<file path="src/rtl/ip_header_rx_if.sv">
// Byte stream carrying a received Ethernet frame into the IPv4 header parser.
interface ip_header_rx_if;
  logic [7:0] data_in;
  logic       data_valid;
  logic       eth_header_done;

  modport master (output data_in, data_valid, eth_header_done);
  modport slave  (input  data_in, data_valid, eth_header_done);
endinterface

</file>
<file path="src/rtl/ip_header_rx.sv">
// IPv4 header parser: checks checksum, protocol, fragmentation, destination and
// length of a 20-byte header, and reports the source address and total length.
module ip_header_rx (
  input  logic          aclk,
  input  logic          aresetn,
  ip_header_rx_if.slave rx,
  input  logic [31:0]   ip_d,
  output logic [31:0]   ip_s,
  output logic [15:0]   ip_total_len,
  output logic          ip_header_done,
  output logic          ip_header_valid
);

  typedef enum logic [1:0] {WAIT, HEADER, DROP} state_t;

  state_t      state_reg, state_next;
  logic [4:0]  cnt_reg, cnt_next;
  logic [15:0] acc_reg, acc_next;
  logic [7:0]  hi_reg, hi_next;
  logic        ok_reg, ok_next;
  logic [31:0] ip_s_reg, ip_s_next;
  logic [15:0] len_reg, len_next;
  logic        done_reg, done_next;
  logic        valid_reg, valid_next;

  logic [15:0] word;
  logic [16:0] sum17;
  logic [15:0] acc_fold;

  always_ff @(posedge aclk or negedge aresetn) begin
    if (!aresetn) begin
      state_reg <= WAIT;
      cnt_reg   <= 5'd0;
      acc_reg   <= 16'd0;
      hi_reg    <= 8'd0;
      ok_reg    <= 1'b0;
      ip_s_reg  <= 32'd0;
      len_reg   <= 16'd0;
      done_reg  <= 1'b0;
      valid_reg <= 1'b0;
    end else begin
      state_reg <= state_next;
      cnt_reg   <= cnt_next;
      acc_reg   <= acc_next;
      hi_reg    <= hi_next;
      ok_reg    <= ok_next;
      ip_s_reg  <= ip_s_next;
      len_reg   <= len_next;
      done_reg  <= done_next;
      valid_reg <= valid_next;
    end
  end

  always_comb begin
    state_next = state_reg;
    cnt_next   = cnt_reg;
    acc_next   = acc_reg;
    hi_next    = hi_reg;
    ok_next    = ok_reg;
    ip_s_next  = ip_s_reg;
    len_next   = len_reg;
    done_next  = 1'b0;
    valid_next = valid_reg;

    // Even bytes are held as the high half; odd bytes complete a word and fold it in.
    word     = {hi_reg, rx.data_in};
    sum17    = {1'b0, acc_reg} + {1'b0, word};
    acc_fold = sum17[15:0] + {15'd0, sum17[16]};

    if (!rx.data_valid) begin
      state_next = WAIT;
      cnt_next   = 5'd0;
      acc_next   = 16'd0;
      valid_next = 1'b0;
    end else if (rx.eth_header_done) begin
      // A new frame start always wins, even mid-header or while dropping.
      acc_next   = 16'd0;
      hi_next    = rx.data_in;
      ok_next    = 1'b1;
      valid_next = 1'b0;
      if (rx.data_in == 8'h45) begin
        state_next = HEADER;
        cnt_next   = 5'd1;
      end else begin
        state_next = DROP;
        cnt_next   = 5'd0;
      end
    end else if (state_reg == HEADER) begin
      cnt_next = cnt_reg + 5'd1;
      if (cnt_reg[0]) acc_next = acc_fold;
      else            hi_next  = rx.data_in;
      case (cnt_reg)
        5'd2:  len_next[15:8]   = rx.data_in;
        5'd3:  len_next[7:0]    = rx.data_in;
        5'd6:  if (rx.data_in[5:0] != 6'd0)    ok_next = 1'b0;
        5'd7:  if (rx.data_in != 8'd0)         ok_next = 1'b0;
        5'd9:  if (rx.data_in != 8'h11)        ok_next = 1'b0;
        5'd12: ip_s_next[31:24] = rx.data_in;
        5'd13: ip_s_next[23:16] = rx.data_in;
        5'd14: ip_s_next[15:8]  = rx.data_in;
        5'd15: ip_s_next[7:0]   = rx.data_in;
        5'd16: if (rx.data_in != ip_d[31:24]) ok_next = 1'b0;
        5'd17: if (rx.data_in != ip_d[23:16]) ok_next = 1'b0;
        5'd18: if (rx.data_in != ip_d[15:8])  ok_next = 1'b0;
        5'd19: begin
          state_next = WAIT;
          cnt_next   = 5'd0;
          acc_next   = 16'd0;
          done_next  = 1'b1;
          valid_next = ok_reg && (rx.data_in == ip_d[7:0]) &&
                       (acc_fold == 16'hFFFF) && (len_reg >= 16'd28);
        end
        default: ;
      endcase
    end
  end

  assign ip_s            = ip_s_reg;
  assign ip_total_len    = len_reg;
  assign ip_header_done  = done_reg;
  assign ip_header_valid = valid_reg;

endmodule

</file>
<file path="src/flat_wrapper.sv">
// flat-port wrapper written by rule: the top's interface ports become plain ports
module ip_header_rx_flat 
  (aclk, aresetn, ip_d, ip_s, ip_total_len, ip_header_done, ip_header_valid, rx_data_in, rx_data_valid, rx_eth_header_done);
  ip_header_rx_if rx_i ();
  input  logic aclk;
  input  logic aresetn;
  input  logic [31:0] ip_d;
  output logic [31:0] ip_s;
  output logic [15:0] ip_total_len;
  output logic ip_header_done;
  output logic ip_header_valid;
  input wire logic [$bits(rx_i.data_in)-1:0] rx_data_in;
  input wire logic [$bits(rx_i.data_valid)-1:0] rx_data_valid;
  input wire logic [$bits(rx_i.eth_header_done)-1:0] rx_eth_header_done;
  assign rx_i.data_in = rx_data_in;
  assign rx_i.data_valid = rx_data_valid;
  assign rx_i.eth_header_done = rx_eth_header_done;
  ip_header_rx u_core (.aclk(aclk), .aresetn(aresetn), .rx(rx_i), .ip_d(ip_d), .ip_s(ip_s), .ip_total_len(ip_total_len), .ip_header_done(ip_header_done), .ip_header_valid(ip_header_valid));
endmodule
</file>
<file path="config.mk">
export PLATFORM = sky130hd
export DESIGN_NAME = ip_header_rx_flat
export DESIGN_NICKNAME = d
export VERILOG_FILES = /design/src/rtl/ip_header_rx_if.sv /design/src/rtl/ip_header_rx.sv /design/src/flat_wrapper.sv
export SDC_FILE = /design/constraint.sdc
export NUM_CORES = 1
export LEC_CHECK = 0
export CAP_MARGIN = 20
export CORE_ASPECT_RATIO = 2
export CORE_MARGIN = 2
export CORE_UTILIZATION = 55
export DETAILED_ROUTE_END_ITERATION = 7
export PLACE_DENSITY = 0.9
export RECOVER_POWER = 25
export SYNTH_ARGS = -nofsm -noshare
export SYNTH_HDL_FRONTEND = slang
export SYNTH_SLANG_ARGS = --single-unit
</file>
<file path="constraint.sdc">
create_clock -name aclk -period 7.8 [get_ports aclk]
set_input_delay 1.56 -clock aclk [delete_from_list [all_inputs] [get_ports aclk]]
set_output_delay 1.56 -clock aclk [all_outputs]
set_load 0.02 [all_outputs]
</file>
==> results of run 1 <==
## layer usage
| metal | share of wire (%) | GRT usage, % |
|---|---|---|
| met1 | 34 | 30.7 |
| met2 | 56 | 56.5 |
| met3 | 3.8 | 4.61 |
| met4 | 6.4 | 18.4 |
| met5 | 0 | 0 |
## final timing paths
check | slack (ns) | end | startpoint | cells past startpoint
worst max-delay path | 1.35 | u_core.ip_header_valid$_DFFE_PN0P_ | rx_data_in[6] | 19
worst min-delay path | 0.49 | u_core.acc_reg[2]$_DFFE_PN0P_ | u_core.acc_reg[2]$_DFFE_PN0P_ | 2
worst max register to register | 3.03 | u_core.ip_header_valid$_DFFE_PN0P_ | u_core.acc_reg[0]$_DFFE_PN0P_ | 20
worst min register to register | 0.49 | u_core.acc_reg[2]$_DFFE_PN0P_ | u_core.acc_reg[2]$_DFFE_PN0P_ | 2
max in group asynchronous | 2.67 | u_core.ip_total_len[11]$_DFFE_PN0P_ | aresetn | 2
min in group asynchronous | 1.35 | u_core.hi_reg[1]$_DFFE_PN0P_ | aresetn | 1
## cell families after synthesis
logic type               share of synthesized area, %
AO/OA/AOI/OAI                                    11.2
XOR/XNOR                                         10.4
adder cells (fa/ha/maj)                          6.29
buffers and inverters                            2.63
flip-flops                                       41.9
multiplexers                                     12.4
AND/OR/NAND/NOR                                  15.2
## power breakdown
part | leakage [nW] | internal [mW] | switching, mW | total, mW
clock network | 0.147 | 0.257 | 0.164 | 0.421
registers | 1.12 | 0.432 | 0.00524 | 0.437
logic | 1.53 | 0.0547 | 0.0737 | 0.128
total | 2.80 | 0.744 | 0.243 | 0.987
## worst min-delay path: stages, from the launching register on
cell	delay [ns]
dfrtp_1	0.35
nand2_1	0.05
o21ai_0	0.06
## cells in the final DEF, fill, tap and decap left out, types with 2 or more instances in the layout
master / Yosys / routed
nor2_1: 19 / 19
nand3_1: 7 / 7
nand4b_1: 4 / 4
o211ai_1: 3 / 3
and4b_1: 2 / 2
or3_1: 3 / 3
o21ai_1: 3 / 3
nor2b_1: 5 / 5
a21boi_0: 2 / 2
or4_1: 2 / 2
dfrtp_1: 82 / 82
a21oi_1: 13 / 13
a2111oi_0: 3 / 3
a21o_1: 9 / 9
a22o_1: 2 / 2
buf_4: 0 / 6
mux2_2: 54 / 54
and3_1: 7 / 7
clkbuf_16: 0 / 9
xor2_1: 36 / 36
and2_1: 5 / 5
nand2_1: 44 / 44
nand2b_1: 4 / 4
ha_1: 23 / 23
inv_1: 10 / 10
clkinv_2: 0 / 2
o21ai_0: 31 / 31
nand4_1: 10 / 10
nor4_1: 12 / 12
nor3_1: 11 / 11
clkbuf_1: 19 / 4
xnor2_1: 22 / 22
clkdlybuf4s50_1: 0 / 92
## final cells by class
cell class	instances	area, um^2	area share, %
Sequential cell	82	2050	33.1
Clock buffer	12	246	3.98
Clock inverter	4	48.8	0.787
Multi-Input combinational cell	361	2710	43.8
Inverter	10	37.5	0.606
Timing Repair Buffer	100	973	15.7
Tap cell	100	125	2.02
## stage by stage
step                      std cells  util [%]  hold WS [ns]
final                           669      71.7         0.493
after global routing            669      71.7         0.514
after CTS                       668      71.7         0.488
after detailed placement        652      68.2         0.474
after global placement          652      68.2         0.469
after floorplan                 476         -         0.453
==> flow_summary.ini, run 1 <==
[status]
status = finished with violations
violations = max-capacitance violations, max-slew violations

[cells_and_area]
finalInstanceArea_um2 = 6200
diodes = 0
fin_nets = 632
drive_gt1_share_pct = 14.4
areaGrowthSynthToFinish_pct = 26.6
largest_reg_flops = 32
fillers = 621

[yosys]
synth_commonest_cells = dfrtp_1, mux2_2, nand2_1
ys_ff_latch = 82
synth_area_leaders = dfrtp_1, mux2_2, xor2_1
synthCells = 476
ys_seq_area_share_pct = 41.9
netlist_area_um2 = 4890
synth_top_area_share_pct = 41.9
syn_nets = 544
yosysWarnings = 0
yosysMostFrequentCell = dfrtp_1
yosysUniqueCellTypes = 55
synthFlopType = dfrtp_1
syn_area_per_cell_um2 = 10.3
synth_async_sr_flop_share_pct = 100
yosysTopAreaCell = dfrtp_1
synth_edf_count = 0

[place]
io_buffers = 93
hpwlAfterDp_mm = 10.7
dp_slack_ns = 1.09
placed_area_um2 = 5900
gp_congestion = 0.970

[timing]
fin_worst_skew_ns = 0.00864
finalCritPeriodShare_pct = 82.6
clock.fmax_ghz = 0.155
setup-tns-final_ns = 0
layout_setup_ws_ns = 1.35
hold_viol = 0
slew_headroom_pct = -129
min_period_ns = 6.45
setup_viol = 0
rsz0062_at_grt = false
worst_pin_slew_ns = 3.44
slew_violations = 66

[setup_path]
startpoint_type = primary input
crit_family = simple AND/OR/NAND/NOR gates
endpoint_kind = flop
cp_num_buf_inv = 1
criticalPathCategory = primary input to flop
cp_data_arrival_time_ns = 6.72
max_stage_delay_ns = 0.77
crit_required_ns = 8.07
critPathMaxFanout = 14
crit_chain = clkdlybuf4s50_1 -> ha_1 -> o211ai_1 -> a211o_1 -> a21oi_1 -> nor4_1 -> nor3_1 -> and2_1 -> o21ai_0 -> nand2b_1 -> ha_1 -> nor2b_1 -> and2_1 -> nand4_1 -> nor4_4 -> nand4b_1 -> xor2_1 -> or4b_1 -> o21ai_1
crit_slowest_cell = clkdlybuf4s50_1

[power_and_ir_drop]
vdd_ir_drop_max_v = 0.000203
p_leak_nw = 2.80
p_per_area_nw_per_um2 = 159
total_power_mw = 0.987

[global_routing]
grt_max_degree = 83
grt_pass1_wl_mm = 22.2
antenna_found_initial = 0
grt_pass1_vias = 4240
overflow = 0
grtUsageTotal_pct = 30.2

[clocking]
path_clk_slew_ns = 0.06
cts_buffers = 9
ctsHtreeMaxLevel = 3
cts_resized = 0
cts_setup_buffers = 0
tritoncts = yes
ctsHoldBuffers = 0
numClockSinks = 82
cts_buffer_depth = 2
clk_latency_ns = 0.34
clockRootBuffer = clkbuf_16

[detailed_routing]
via_count = 4120
drc = 0
viasPerCell = 6.16
first_iter_violations = 223
routed_wl_mm = 14.2
final_antenna_net_count = 0
first_pass_iters = 4
wl_per_cell_um = 21.3

[floorplan]
die_w_um = 70.7
num_rows = 48
die_h_um = 137
coreArea_um2 = 8650
die-area_um2 = 9720
start_util_pct = 56.6
ioPinCount = 94

[hold_path]
worstHoldPathType = flop to flop

[run]
maxCapViolCount = 1
Power figures use the tool's default switching activity.
==> run 2, diff against run 1 <==
--- a/config.mk
+++ b/config.mk
@@ -8,9 +8,9 @@
 export CAP_MARGIN = 20
 export CORE_ASPECT_RATIO = 2
 export CORE_MARGIN = 2
-export CORE_UTILIZATION = 55
+export CORE_UTILIZATION = 53
 export DETAILED_ROUTE_END_ITERATION = 7
-export PLACE_DENSITY = 0.9
+export PLACE_DENSITY = 0.87
 export RECOVER_POWER = 25
 export SYNTH_ARGS = -nofsm -noshare
 export SYNTH_HDL_FRONTEND = slang
==> constraint.sdc (replaced) <==
create_clock -name aclk -period 6.2 [get_ports aclk]
set_input_delay 1.24 -clock aclk [delete_from_list [all_inputs] [get_ports aclk]]
set_output_delay 1.24 -clock aclk [all_outputs]
set_load 0.02 [all_outputs]
==> flow_summary.ini, run 2 (synthesized netlist as in run 1, its figures left out) <==
[status]
status = finished with violations
violations = max-capacitance violations, max-slew violations

[setup_path]
cp_data_arrival_time_ns = 6.15
startpoint_type = primary input
criticalPathCategory = primary input to flop
crit_required_ns = 6.45
rrSetupSlack_ns = 1.31
rr_startpoint = u_core.acc_reg[0]$_DFFE_PN0P_
ff2ff_path_depth = 20
endpoint_kind = flop
rr_endpoint = u_core.ip_header_valid$_DFFE_PN0P_
critPathMaxFanout = 5

[timing]
min_period_ns = 5.90
setup-tns-final_ns = 0
hold_viol = 0
setup_viol = 0
slew_headroom_pct = -152
rsz0062_at_grt = false
worst_pin_slew_ns = 3.77
fin_worst_skew_ns = 0.00696
finalCritPeriodShare_pct = 95.1
whs_ns = 0.482
clock.fmax_ghz = 0.170
slew_violations = 73

[floorplan]
start_util_pct = 54.3
die_h_um = 140
die_w_um = 72.0
ioPinCount = 94
die-area_um2 = 10100
num_rows = 49
coreArea_um2 = 9010

[clocking]
clockRootBuffer = clkbuf_16
cts_buffers = 9
cts_buffer_depth = 2
cts_resized = 0
ctsHoldBuffers = 0
ctsHtreeMaxLevel = 3
tritoncts = yes
cts_setup_buffers = 0
numClockSinks = 82
path_clk_slew_ns = 0.06
clk_latency_ns = 0.33

[power_and_ir_drop]
p_leak_nw = 2.83
p_per_area_nw_per_um2 = 207
vdd_ir_drop_max_v = 0.000203

[hold_path]
hold_start = u_core.acc_reg[11]$_DFFE_PN0P_
hold-path-endpoint = u_core.acc_reg[11]$_DFFE_PN0P_
worstHoldPathType = flop to flop
hold_depth = 2

[detailed_routing]
first_pass_iters = 5
final_antenna_net_count = 0
viasPerCell = 6.32
wl_per_cell_um = 21.4
first_iter_violations = 221
routed_wl_mm = 14.4
drc = 0
via_count = 4267

[global_routing]
grt_use_met3_pct = 4.24
antenna_found_initial = 0
grt_pass1_vias = 4455
met2_usage_pct = 54.0
grt_use_met1_pct = 31.0
grt_pass1_wl_mm = 22.8
overflow = 0
grt_max_degree = 83
grtUsageTotal_pct = 29.7
gr-max-usage-layer = met2

[place]
hpwlAfterDp_mm = 10.5
placed_cells = 658
gp_congestion = 0.919
io_buffers = 93

[cells_and_area]
fin_nets = 636
fin_util_pct = 69.6
drive_gt1_share_pct = 15.4
diodes = 0
layout_commonest_cell = clkdlybuf4s50_1
areaGrowthSynthToFinish_pct = 28.1
final_cell_mix = clkdlybuf4s50_1, dfrtp_1, mux2_2
finalNonFillerCells = 675
largest_reg_flops = 32
fillers = 640

[run]
maxCapViolCount = 1
## run 2: where the power goes
| part | total [mW] | switching [mW] | internal (mW) |
|---|---|---|---|
| clock network | 0.582 | 0.206 | 0.376 |
| registers | 0.550 | 0.00657 | 0.544 |
| logic | 0.164 | 0.0940 | 0.0703 |
| total | 1.30 | 0.306 | 0.990 |
## run 2: per-stage QoR
| step | worst slack (ns) | power, mW | cell area, um^2 |
|---|---|---|---|
| final | 0.305 | 1.30 | 6270 |
| after global routing | 0.150 | 1.35 | 6270 |
| after floorplan | 0.959 | 0.643 | 4890 |
| after detailed placement | 0.158 | 0.721 | 5930 |
| after global placement | 0.374 | 0.717 | 5930 |
| after CTS | 0.478 | 1.30 | 6270 |
## run 2: routing by layer
layer | vias up | part of all wire [%]
li1 | 1894 | -
met1 | 2136 | 35
met2 | 175 | 56
met3 | 62 | 3.7
met4 | 0 | 5.8
met5 | - | 0
## run 2: worst max-delay path by stage
| stage | startpoint | endpoint | slack (ns) |
|---|---|---|---|
| detailed placement | rx_data_in[7] | u_core.ip_header_valid$_DFFE_PN0P_ | 0.16 |
| global route | rx_data_in[7] | u_core.ip_header_valid$_DFFE_PN0P_ | 0.15 |
| floorplan | rx_data_in[1] | u_core.ip_header_valid$_DFFE_PN0P_ | 0.96 |
| CTS | rx_data_in[0] | u_core.ip_header_valid$_DFFE_PN0P_ | 0.48 |
| global placement | rx_data_in[7] | u_core.ip_header_valid$_DFFE_PN0P_ | 0.37 |
| finish | rx_data_in[0] | u_core.ip_header_valid$_DFFE_PN0P_ | 0.30 |
## run 2: final cells by class
cell class / count / area, um^2 / share of cell area (%)
Tap cell: 102 / 128 / 2.03
Sequential cell: 82 / 2050 / 32.7
Clock buffer: 11 / 253 / 4.03
Inverter: 10 / 37.5 / 0.598
Multi-Input combinational cell: 361 / 2710 / 43.3
Timing Repair Buffer: 104 / 1000 / 16.0
Clock inverter: 5 / 85.1 / 1.36
## run 2: critical path, cell delays in order
cell             delay, ns
clkdlybuf4s50_1       0.50
ha_1                  0.19
inv_1                 0.06
fa_1                  0.40
nand2b_1              0.21
a21o_1                0.25
a21oi_1               0.21
nor4_1                0.07
nor3_1                0.27
and2_1                0.16
o21ai_0               0.07
nand2b_1              0.13
ha_1                  0.18
nor2b_1               0.21
and2_1                0.21
nand4_1               0.22
nor4_4                0.43
nand4b_1              0.19
xor2_1                0.20
or4b_1                0.57
o21ai_1               0.15
